==> src/rtl/shift_issue_stage_if.sv <==
// Handshake bundles around the shift issue stage: decode -> stage and stage -> shifter.
// Decode is the master of shift_dec_if; the issue stage is the master of shift_exe_if.
interface shift_dec_if #(
  parameter int WIDTH = 16,
  parameter int AMT_W = 4,
  parameter int TAG_W = 4
);
  logic             in_valid;
  logic             in_ready;
  logic [WIDTH-1:0] in_operand;
  logic [WIDTH-1:0] in_rt;
  logic [AMT_W-1:0] in_imm;
  logic [1:0]       in_op;
  logic [TAG_W-1:0] in_tag;

  modport master (
    output in_valid, in_operand, in_rt, in_imm, in_op, in_tag,
    input  in_ready
  );

  modport slave (
    input  in_valid, in_operand, in_rt, in_imm, in_op, in_tag,
    output in_ready
  );
endinterface

interface shift_exe_if #(
  parameter int WIDTH = 16,
  parameter int AMT_W = 4,
  parameter int TAG_W = 4
);
  logic             out_valid;
  logic             out_ready;
  logic [WIDTH-1:0] shift_string;
  logic [AMT_W-1:0] shift_amount;
  logic             left;
  logic [TAG_W-1:0] out_tag;
  logic             out_sat;

  modport master (
    output out_valid, shift_string, shift_amount, left, out_tag, out_sat,
    input  out_ready
  );

  modport slave (
    input  out_valid, shift_string, shift_amount, left, out_tag, out_sat,
    output out_ready
  );
endinterface

==> src/rtl/shift_issue_stage.sv <==
// Issue stage in front of the 16-bit shifter: resolves and saturates the shift amount,
// then holds up to two operations (main + skid) so the shifter always sees registered operands.
module shift_issue_stage #(
  parameter int WIDTH = 16,
  parameter int AMT_W = 4,
  parameter int TAG_W = 4
) (
  input  logic        CLK,
  input  logic        Reset,
  input  logic        flush,
  shift_dec_if.slave  dec,
  shift_exe_if.master exe,
  output logic [7:0]  sat_count
);

  typedef struct packed {
    logic [WIDTH-1:0] str;
    logic [AMT_W-1:0] amt;
    logic             left;
    logic [TAG_W-1:0] tag;
    logic             sat;
  } entry_t;

  // Encoding is {skid_valid, main_valid}; 2'b10 can never occur.
  typedef enum logic [1:0] {
    EMPTY = 2'b00,
    ONE   = 2'b01,
    FULL  = 2'b11
  } state_t;

  state_t     state_q, state_d;
  entry_t     main_q, main_d;
  entry_t     skid_q, skid_d;
  entry_t     new_entry;
  logic [7:0] sat_count_q, sat_count_d;
  logic       accept;
  logic       drain;

  assign dec.in_ready = ~state_q[1];
  assign exe.out_valid = state_q[0];
  assign accept = dec.in_valid & ~state_q[1];
  assign drain  = state_q[0] & exe.out_ready;

  // Out-of-range register amounts become a zero string shifted by zero, which gives
  // the architecturally required all-zero result without a wider shifter.
  always_comb begin
    new_entry      = '0;
    new_entry.left = dec.in_op[0];
    new_entry.tag  = dec.in_tag;
    if (dec.in_op[1]) begin
      new_entry.str = dec.in_operand;
      new_entry.amt = dec.in_imm;
    end else if (dec.in_rt[WIDTH-1:AMT_W] == '0) begin
      new_entry.str = dec.in_operand;
      new_entry.amt = dec.in_rt[AMT_W-1:0];
    end else begin
      new_entry.sat = 1'b1;
    end
  end

  always_comb begin
    state_d = state_q;
    main_d  = main_q;
    skid_d  = skid_q;
    case (state_q)
      EMPTY: begin
        if (accept) begin
          state_d = ONE;
          main_d  = new_entry;
        end
      end
      ONE: begin
        if (accept && !drain) begin
          state_d = FULL;
          skid_d  = new_entry;
        end else if (accept && drain) begin
          main_d = new_entry;
        end else if (drain) begin
          state_d = EMPTY;
        end
      end
      FULL: begin
        if (drain) begin
          state_d = ONE;
          main_d  = skid_q;
          skid_d  = '0;
        end
      end
      default: state_d = EMPTY;
    endcase
    // Flush squashes everything but leaves the entry contents as stale don't-care values.
    if (flush) begin
      state_d = EMPTY;
      main_d  = main_q;
      skid_d  = skid_q;
    end
  end

  always_comb begin
    sat_count_d = sat_count_q;
    if (accept && new_entry.sat && (sat_count_q != 8'hFF)) begin
      sat_count_d = sat_count_q + 8'd1;
    end
  end

  always_ff @(posedge CLK or posedge Reset) begin
    if (Reset) begin
      state_q     <= EMPTY;
      main_q      <= '0;
      skid_q      <= '0;
      sat_count_q <= '0;
    end else begin
      state_q     <= state_d;
      main_q      <= main_d;
      skid_q      <= skid_d;
      sat_count_q <= sat_count_d;
    end
  end

  assign exe.shift_string = main_q.str;
  assign exe.shift_amount = main_q.amt;
  assign exe.left         = main_q.left;
  assign exe.out_tag      = main_q.tag;
  assign exe.out_sat      = main_q.sat;
  assign sat_count        = sat_count_q;

endmodule
==> src/flat_wrapper.sv <==
// flat-port wrapper written by rule: the top's interface ports become plain ports
module shift_issue_stage_flat 
#(
  parameter int WIDTH = 16,
  parameter int AMT_W = 4,
  parameter int TAG_W = 4
)
  (CLK, Reset, flush, sat_count, dec_in_valid, dec_in_operand, dec_in_rt, dec_in_imm, dec_in_op, dec_in_tag, dec_in_ready, exe_out_valid, exe_shift_string, exe_shift_amount, exe_left, exe_out_tag, exe_out_sat, exe_out_ready);
  shift_dec_if #(.WIDTH(WIDTH), .AMT_W(AMT_W), .TAG_W(TAG_W)) dec_i ();
  shift_exe_if #(.WIDTH(WIDTH), .AMT_W(AMT_W), .TAG_W(TAG_W)) exe_i ();
  input  logic CLK;
  input  logic Reset;
  input  logic flush;
  output logic [7:0] sat_count;
  input wire logic [$bits(dec_i.in_valid)-1:0] dec_in_valid;
  input wire logic [$bits(dec_i.in_operand)-1:0] dec_in_operand;
  input wire logic [$bits(dec_i.in_rt)-1:0] dec_in_rt;
  input wire logic [$bits(dec_i.in_imm)-1:0] dec_in_imm;
  input wire logic [$bits(dec_i.in_op)-1:0] dec_in_op;
  input wire logic [$bits(dec_i.in_tag)-1:0] dec_in_tag;
  output wire logic [$bits(dec_i.in_ready)-1:0] dec_in_ready;
  output wire logic [$bits(exe_i.out_valid)-1:0] exe_out_valid;
  output wire logic [$bits(exe_i.shift_string)-1:0] exe_shift_string;
  output wire logic [$bits(exe_i.shift_amount)-1:0] exe_shift_amount;
  output wire logic [$bits(exe_i.left)-1:0] exe_left;
  output wire logic [$bits(exe_i.out_tag)-1:0] exe_out_tag;
  output wire logic [$bits(exe_i.out_sat)-1:0] exe_out_sat;
  input wire logic [$bits(exe_i.out_ready)-1:0] exe_out_ready;
  assign dec_i.in_valid = dec_in_valid;
  assign dec_i.in_operand = dec_in_operand;
  assign dec_i.in_rt = dec_in_rt;
  assign dec_i.in_imm = dec_in_imm;
  assign dec_i.in_op = dec_in_op;
  assign dec_i.in_tag = dec_in_tag;
  assign dec_in_ready = dec_i.in_ready;
  assign exe_out_valid = exe_i.out_valid;
  assign exe_shift_string = exe_i.shift_string;
  assign exe_shift_amount = exe_i.shift_amount;
  assign exe_left = exe_i.left;
  assign exe_out_tag = exe_i.out_tag;
  assign exe_out_sat = exe_i.out_sat;
  assign exe_i.out_ready = exe_out_ready;
  shift_issue_stage #(.WIDTH(WIDTH), .AMT_W(AMT_W), .TAG_W(TAG_W)) u_core (.CLK(CLK), .Reset(Reset), .flush(flush), .dec(dec_i), .exe(exe_i), .sat_count(sat_count));
endmodule
==> config.mk <==
export PLATFORM = sky130hd
export DESIGN_NAME = shift_issue_stage_flat
export DESIGN_NICKNAME = d
export VERILOG_FILES = /design/src/rtl/shift_issue_stage_if.sv /design/src/rtl/shift_issue_stage.sv /design/src/flat_wrapper.sv
export SDC_FILE = /design/constraint.sdc
export NUM_CORES = 1
export LEC_CHECK = 0
export CAP_MARGIN = 20
export CORE_ASPECT_RATIO = 0.75
export CORE_MARGIN = 2
export CORE_UTILIZATION = 42
export DETAILED_ROUTE_END_ITERATION = 10
export GPL_TIMING_DRIVEN = 0
export MAX_ROUTING_LAYER = met4
export PLACE_DENSITY = 0.83
export SKIP_LAST_GASP = 1
export SLEW_MARGIN = 0
export SYNTH_ARGS = -nofsm -noshare
export SYNTH_HDL_FRONTEND = slang
export SYNTH_SLANG_ARGS = --single-unit
==> constraint.sdc <==
create_clock -name CLK -period 1.75 [get_ports CLK]
set_clock_uncertainty 0.05 [all_clocks]
set_input_delay 0.175 -clock CLK [delete_from_list [all_inputs] [get_ports CLK]]
set_output_delay 0.175 -clock CLK [all_outputs]
set_load 0.02 [all_outputs]
==> flow_summary.yaml, run 1 <==
status:
  run_status: "complete, no violations"
synthesis:
  yosysWarnings: 0
  synth_sequential_area_ratio: 0.552
  syn-cell-area_sq_um: 2810
  synth-seq-cells: 62
  synth_async_sr_flop_share: 1.00
  number_of_enable_flip_flop_cells_after_synthesis: 0
  synth_flop_cell: "dfrtp_1"
  avgSynthCellArea_sq_um: 9.59
  synth_fp_nets: 345
  synth.lib_cells_used.distinct: 35
  post_syn_instances: 293
placement:
  place.gp.congestion: 0.839
  post-place-cells: 457
  place_hpwl_mm: 5.24
  place_area_sq_um: 3760
  dp_slack_ps: -231
  place.port_buffers: 82
finish:
  syn2layout_area_growth_pct: 49.8
  post_route_cells_drive_above_1_share: 0.172
  ff_latch_area_sq_um: 1550
  final_core_utilization: 0.660
  post-route-cell-area_sq_um: 4210
  filler_cell_count: 490
  multiInputGateArea_sq_um: 1190
  finish.net_count: 450
  post_layout_nonfiller_instances: 483
  antennaDiodeCount: 0
timing:
  post-route-min-period_ps: 1740
  max_clock_freq_mhz: 576
  finalCritPeriodShare: 0.992
  setup_viol: 0
  final-hold-violation-count: 0
  worst_slew_margin_rel: 0.649
  setup_tns_ps: 0
  finalMaxSlewViolations: 0
  unrepaired_setup_endpoints_after_global_routing: "true"
  setup_ws_ps: 14.8
  fin_hold_ws_ps: 135
  worst_slew_pin_slew_ps: 527
setup_path:
  critical_path_arrival_ps: 1950
  worst_setup_path_start_kind: "register"
  largest_fanout_of_any_net_on_the_critical_path: 10
  sequence_of_cells_on_the_critical_path: "buf_4 > nand2b_4 > a22oi_2 > and3_4 > buf_6 > nor2_1 > a31oi_1"
  worst_setup_path_end_kind: "register"
  critical_path.slowest_cell: "dfrtp_1"
  timing.critical_path.slowest_cell_delay_ps: 410
  worst-setup-path-type: "reg -> reg"
  critPathRequiredTime_ps: 1960
floorplan:
  floorplan.die.width_microns: 98.4
  row_count: 25
  fp.dieArea_sq_um: 7370
  initial_utilization: 0.440
  num_io_pins: 83
  core-area_sq_um: 6380
  die_h_microns: 74.8
clock_network:
  clk_transition_reported_paths_ps: 70
  sink_count_of_the_clock_tree: 62
  cts-htree-levels: 3
  clock_tree.buffer_depth: 2
  clock_insertion_delay_worst_skew_ps: 340
  cts_tree: "done"
  clock-root-buffer: "clkbuf_8"
  cts_hold_repair.buffers: 0
  tritoncts.num_buffers: 9
drt:
  finalWirelength_mm: 7.60
  number_of_design_rule_violations_left_by_the_first_detailed_router_iteration: 148
  drc_errors: 0
  wire_per_inst_microns: 15.7
  ant_nets: 0
  route.vias.total: 2476
  drt-pass1-iter-count: 4
  vias_per_cell: 5.13
power:
  power.density_cell_area_nw_per_um2: 1630
  peakVddDrop_v: 0.000839
  p_leak_nw: 1.76
  power_mw: 6.86
global_route:
  grt_antenna_before_repair: 0
  grt_first_pass_wirelength_mm: 12.0
  largest_net_degree_at_the_start_of_global_routing: 45
  grt_pass1_vias: 2443
  global_routing_usage_summed_across_all_routing_layers: 0.222
  globalRoute.totalOverflow: 0
hold_path:
  timing.hold.worst.class: "in -> async"
run:
  cap_violations: 0
## report_power, final
group	internal, mW	switching [mW]	leakage [nW]
clock network	0.684	0.546	0.0952
logic	1.56	1.56	0.913
registers	2.09	0.424	0.756
## layout make-up
cell class	instances	area share
clock buffers	11	0.0336
multi-input cells	210	0.284
inverters	4	0.00446
flip-flops and latches	62	0.369
repair buffers	96	0.237
plain buffers	15	0.0366
clock inverters	4	0.0113
well taps	81	0.0241
## placed cells by master (no fill, tap or decap), types with 3 or more instances in the layout
cell and n:
buf_8 6, mux2_2 4, buf_4 13, xor2_1 4, nor2_1 32, o21ai_1 21
o21ai_0 6, clkbuf_1 4, ha_2 5, clkdlybuf4s50_1 81, nand2_1 75, dfrtp_1 60
a31oi_1 26, nand2b_1 6, clkbuf_16 3, xnor2_1 4, nor4_2 4, clkbuf_8 10
buf_6 3
## timing repair
item	CTS	global route
cloned	0	3
setup endpoints to repair	56	59
pin swaps	2	6
resized for setup	17	27
buffers inserted	7	3
## critical path, delay by kind of cell (launching register included)
kind                   cells  cell delay [ps]
and+or+nand+nor            3              530
AOI/OAI and AO/OA          2              320
DFF                        1              410
buffers and inverters      2              350
## per-layer routing
layer / track usage / vias up / routed length (microns)
met5: - / - / 0
met4: 0.0761 / 0 / 119
met3: 0.0631 / 12 / 534
met2: 0.357 / 83 / 3690
met1: 0.275 / 1176 / 3250
li1: - / 1205 / -
## cell usage after synthesis (2+ instances only)
cell type | number | area share
nand2b_1 | 7 | 0.016
a31oi_1 | 26 | 0.058
clkbuf_1 | 3 | 0.0040
dfrtp_1 | 62 | 0.55
o21ai_0 | 12 | 0.021
nand2_1 | 76 | 0.10
xnor2_1 | 4 | 0.012
inv_1 | 4 | 0.0053
nand4b_1 | 2 | 0.0062
nor2_1 | 32 | 0.043
nand3_2 | 2 | 0.0071
buf_6 | 3 | 0.012
mux2_2 | 4 | 0.016
nor3_1 | 2 | 0.0036
xor2_1 | 4 | 0.012
ha_1 | 5 | 0.022
nand3_1 | 2 | 0.0036
o21ai_1 | 15 | 0.027
nor4_2 | 4 | 0.018
buf_4 | 3 | 0.0080
buf_2 | 7 | 0.012
## path summary, 6_finish.rpt
kind	startpoint	endpoint	slack, ps	cells after the start
min reg2reg	u_core.skid_q[18]	u_core.skid_q[18]	440	2
min	Reset	u_core.exe.shift_string[9]	140	2
min in group CLK	dec_in_operand[11]	u_core.skid_q[21]	360	3
max in group asynchronous	Reset	u_core.state_q[0]	950	3
max	u_core.state_q[1]	u_core.exe.shift_amount[0]	10	7
max reg2reg	u_core.state_q[1]	u_core.exe.shift_amount[0]	10	7
## state kept, by name, summed over array words and instances (netlist names)
register / count
u_core.exe.left: 1
u_core.exe.out_sat: 1
u_core.exe.out_tag: 4
u_core.exe.shift_amount: 4
u_core.exe.shift_string: 16
u_core.sat_count: 8
u_core.skid_q: 26
u_core.state_q: 2
## cell families after synthesis
group / after synthesis / share of synthesized area
xor+xnor: 8 / 0.0249
fa+ha+maj: 5 / 0.0223
flops: 62 / 0.552
mux: 6 / 0.0236
buf+inv: 21 / 0.0436
compound gates: 59 / 0.124
simple gates: 132 / 0.209
Power figures use the tool's default switching activity.
==> run 2: changes to the inputs <==
Settings changed: TNS_END_PERCENT set to 30.
==> flow_summary.yaml, run 2 (synthesis gave the netlist of run 1 again) <==
floorplan:
  initial_utilization: 0.440
  num_io_pins: 83
  die_h_microns: 74.8
  core-area_sq_um: 6380
  fp.dieArea_sq_um: 7370
  row_count: 25
  floorplan.die.width_microns: 98.4
setup_path:
  timing.critical_path.buf_inv: 2
  largest_fanout_of_any_net_on_the_critical_path: 4
  critical_path_arrival_ps: 1510
  worst_setup_path_end_kind: "output port"
  timing.reg2reg.setup_slack_ps: 20
  critPathRequiredTime_ps: 1520
  worst_path_dominant_cell_family: "buffers and inverters"
  timing.critical_path.slowest_cell_delay_ps: 620
  worst_setup_path_start_kind: "register"
  critical_path.slowest_cell: "clkdlybuf4s50_1"
  worst-setup-path-type: "reg -> out"
  sequence_of_cells_on_the_critical_path: "inv_1 > clkdlybuf4s50_1"
timing:
  finalMaxSlewViolations: 0
  final-hold-violation-count: 0
  setup_viol: 0
  max_clock_freq_mhz: 577
  worst_slew_pin_slew_ps: 523
  worst_slew_margin_rel: 0.651
  fin_hold_ws_ps: 133
  post-route-min-period_ps: 1730
  finalCritPeriodShare: 0.990
  unrepaired_setup_endpoints_after_global_routing: "true"
finish:
  post_route_cells_drive_above_1_share: 0.159
  filler_cell_count: 508
  final_core_utilization: 0.646
  post_layout_nonfiller_instances: 478
  most_common_cell_after_layout_fill_and_taps_aside: "clkdlybuf4s50_1"
  finish.net_count: 445
  layout_common_cells: "clkdlybuf4s50_1, nand2_1, dfrtp_1"
  max_ffs_per_register: 26
  syn2layout_area_growth_pct: 46.8
  antennaDiodeCount: 0
  max_flop_register: "u_core.skid_q"
drt:
  drc_errors: 0
  route.vias.total: 2451
  ant_nets: 0
  wire_per_inst_microns: 15.5
  vias_per_cell: 5.13
  number_of_design_rule_violations_left_by_the_first_detailed_router_iteration: 148
  drt-pass1-iter-count: 4
  finalWirelength_mm: 7.41
global_route:
  globalRoute.totalOverflow: 0
  largest_net_degree_at_the_start_of_global_routing: 45
  grt_antenna_before_repair: 0
  global_routing_usage_summed_across_all_routing_layers: 0.222
  grt_first_pass_wirelength_mm: 12.0
  grt_pass1_vias: 2443
clock_network:
  cts-htree-levels: 3
  clock_insertion_delay_worst_skew_ps: 340
  tritoncts.num_buffers: 9
  cts_tree: "done"
  clock_tree.buffer_depth: 2
  clock-root-buffer: "clkbuf_8"
  clk_transition_reported_paths_ps: 70
  sink_count_of_the_clock_tree: 62
hold_path:
  timing.hold.worst.class: "in -> async"
power:
  p_leak_nw: 1.72
  power.density_cell_area_nw_per_um2: 1630
  power_mw: 6.73
  peakVddDrop_v: 0.000830
placement:
  post-place-cells: 457
  place_hpwl_mm: 5.24
  place.port_buffers: 82
  place.gp.congestion: 0.839
status:
  run_status: "complete, no violations"
run:
  cap_violations: 0
==> run 2: cell count changes in the layout (fill, tap and decap cells not counted), sizes merged <==
cell,delta
buf,-4
clkbuf,-1
clkdlybuf4s50,+1
dlymetal6s2s,-1
==> run 2: final timing paths <==
kind | start | cells after the start | end
worst min-delay path | Reset | 2 | u_core.exe.shift_string[9]
max in group asynchronous | Reset | 3 | u_core.state_q[0]
worst min register to register | u_core.skid_q[18] | 2 | u_core.skid_q[18]
worst max register to register | u_core.state_q[1] | 7 | u_core.exe.shift_amount[0]
worst max-delay path | u_core.state_q[1] | 2 | dec_in_ready
min in group CLK | dec_in_operand[4] | 3 | u_core.skid_q[14]
==> run 2: where the power goes <==
group	internal [mW]	total, mW	leakage, nW	switching, mW
Combinational	1.48	3.00	0.866	1.52
Clock	0.683	1.23	0.0952	0.543
Sequential	2.09	2.51	0.756	0.425
Total	4.25	6.73	1.72	2.49
==> run 2: worst reg2reg max path: stages, from the launching register on <==
cell,delay [ps]
dfrtp_1,410
buf_4,170
nand2b_4,150
a22oi_2,170
and3_4,320
buf_6,180
nor2_1,60
a31oi_1,140
==> run 2: layer usage <==
metal	up-vias	global-route usage	share of wire
li1	1186	-	-
met1	1178	0.275	0.43
met2	76	0.357	0.49
met3	11	0.0631	0.061
met4	0	0.0761	0.014
met5	-	-	0
==> run 2: layout make-up <==
cell class                      instances  area, sq um  area share
Clock buffer                           11          141      0.0343
Buffer                                 15          145      0.0352
Tap cell                               81          101      0.0246
Inverter                                4         18.8     0.00455
Sequential cell                        62         1550       0.377
Clock inverter                          4         47.5      0.0115
Multi-Input combinational cell        210         1190       0.289
Timing Repair Buffer                   91          922       0.224
==> run 2: repair_timing <==
| action | 4_1_cts | 5_1_grt |
|---|---|---|
| cloned | 0 | 1 |
| pin swaps | 2 | 4 |
| setup buffers | 7 | 0 |
| setup endpoints to repair | 56 | 59 |
| hold buffers | 0 | 0 |
| resized for setup | 17 | 21 |
==> run 2: through the flow <==
stage,setup WS [ps],TNS [ps],instance area (sq um)
after floorplan,-13.9,-13.9,2820
final,18.0,0,4120
after global routing,-62.3,-696,4120
after global placement,-184,-7420,3740
after detailed placement,-231,-8920,3760
after CTS,-10.4,-10.4,4040
==> run 3: changes to the inputs <==
Settings changed: HOLD_SLACK_MARGIN set to 0.06, SKIP_LAST_GASP 1 to unset.
==> flow_summary.yaml, run 3 (synthesis gave the netlist of run 1 again) <==
hold_path:
  timing.hold.worst.class: "in -> async"
global_route:
  globalRoute.totalOverflow: 0
  largest_net_degree_at_the_start_of_global_routing: 45
  grt_antenna_before_repair: 0
  grt_pass1_vias: 2443
  grt_first_pass_wirelength_mm: 12.0
  global_routing_usage_summed_across_all_routing_layers: 0.222
drt:
  drc_errors: 0
  ant_nets: 0
  finalWirelength_mm: 7.42
  top_layer_used: "met4"
  route.vias.total: 2473
  met1_length_mm: 3.21
  wire_per_inst_microns: 15.5
  met2WireLength_mm: 3.60
  vias_per_cell: 5.17
  number_of_design_rule_violations_left_by_the_first_detailed_router_iteration: 167
  drt-pass1-iter-count: 4
  routed-wl-met3_microns: 495
clock_network:
  cts_hold_repair.buffers: 0
  sink_count_of_the_clock_tree: 62
  clock_insertion_delay_worst_skew_ps: 340
  clk_transition_reported_paths_ps: 70
  cts_tree: "done"
  cts-htree-levels: 3
  clock_tree.buffer_depth: 2
  tritoncts.num_buffers: 9
  clock-root-buffer: "clkbuf_8"
timing:
  finalMaxSlewViolations: 0
  unrepaired_setup_endpoints_after_global_routing: "true"
  setup_ws_ps: 23.8
  worst_slew_pin_slew_ps: 514
  worst_slew_margin_rel: 0.657
  final-hold-violation-count: 0
  setup_viol: 0
  max_clock_freq_mhz: 579
  post-route-min-period_ps: 1730
  finalCritPeriodShare: 0.986
setup_path:
  critical_path_arrival_ps: 1940
  worst_path_dominant_cell_family: "simple AND/OR/NAND/NOR gates"
  crit_start: "u_core.state_q[1]"
  largest_fanout_of_any_net_on_the_critical_path: 10
  worst-setup-path-type: "reg -> reg"
  timing.reg2reg.setup_slack_ps: 20
  regToRegStartpoint: "u_core.state_q[1]"
  worst_setup_path_start_kind: "register"
  sequence_of_cells_on_the_critical_path: "buf_4 > nand2b_4 > a22oi_2 > and3_4 > buf_6 > nor2_1 > a31oi_1"
  timing.critical_path.slowest_cell_delay_ps: 410
  critical_path.slowest_cell: "dfrtp_1"
  worst_setup_path_end_kind: "register"
  critPathRequiredTime_ps: 1960
  timing.critical_path.buf_inv: 2
floorplan:
  initial_utilization: 0.440
  row_count: 25
  core-area_sq_um: 6380
  num_io_pins: 83
  die_h_microns: 74.8
  floorplan.die.width_microns: 98.4
  fp.dieArea_sq_um: 7370
finish:
  post_layout_nonfiller_instances: 478
  max_ffs_per_register: 26
  antennaDiodeCount: 0
  syn2layout_area_growth_pct: 46.9
  filler_cell_count: 507
  layout_common_cells: "clkdlybuf4s50_1, nand2_1, dfrtp_1"
  max_flop_register: "u_core.skid_q"
  post_route_cells_drive_above_1_share: 0.159
  finish.net_count: 445
  most_common_cell_after_layout_fill_and_taps_aside: "clkdlybuf4s50_1"
placement:
  post-place-cells: 457
  place.gp.congestion: 0.839
  dp_slack_ps: -231
  place.port_buffers: 82
  place_hpwl_mm: 5.24
power:
  peakVddDrop_v: 0.000832
  p_leak_nw: 1.72
  power.density_cell_area_nw_per_um2: 1630
run:
  cap_violations: 0
status:
  run_status: "complete, no violations"
## run 3: cell count changes in the layout (fill, tap and decap cells not counted), sizes merged
cell / before / now
dlymetal6s2s: 0 / 1
clkdlybuf4s50: 82 / 81
## run 3: worst reg2reg max path: cells and delay by family (launching register included)
family                 cells  cell delay (ps)
AND/OR/NAND/NOR            3              530
flip-flops                 1              410
buffers and inverters      2              350
AO/OA/AOI/OAI              2              310
## run 3: report_power, final
part | internal, mW | leakage [nW] | switching, mW
combinational | 1.48 | 0.867 | 1.52
sequential | 2.09 | 0.756 | 0.425
clock | 0.684 | 0.0952 | 0.542
## run 3: final timing paths
path,depth (start not counted),endpoint
max,7,u_core.exe.shift_amount[0]
min,2,u_core.exe.shift_string[9]
max reg2reg,7,u_core.exe.shift_amount[0]
min reg2reg,2,u_core.skid_q[18]
max in group asynchronous,3,u_core.state_q[0]
min in group CLK,3,u_core.skid_q[14]
## run 3: cell type report
class	instances	area (sq um)	area share
plain buffers	15	145	0.0352
clock buffers	11	141	0.0343
clock inverters	4	47.5	0.0115
inverters	4	18.8	0.00455
multi-input cells	210	1190	0.289
flip-flops and latches	62	1550	0.377
well taps	81	101	0.0246
repair buffers	91	925	0.224
## run 3: repair_timing
action                                  4_1_cts  5_1_grt
setup buffers                                 7        0
endpoints found under the setup margin       56       59
gates resized for setup                      17       22
cloned                                        0        1
pin swaps                                     2        4
## run 3: metal layers
metal  up-vias  global-route usage
li1       1187                   -
met1      1186               0.275
met2        88               0.357
met3        12              0.0631
met4         0              0.0761
met5         -                   -
## run 3: metrics by stage
step | util | TNS (ps) | cell area [sq um] | power (mW) | hold slack [ps]
floorplan | - | -13.9 | 2820 | 4.01 | 188
global placement | 0.586 | -7420 | 3740 | 5.16 | 414
CTS | 0.633 | -10.4 | 4040 | 6.65 | 135
finish | 0.646 | 0 | 4130 | 6.73 | 133
detailed placement | 0.589 | -8920 | 3760 | 5.28 | 422
global route | 0.646 | -670 | 4130 | 7.15 | 162
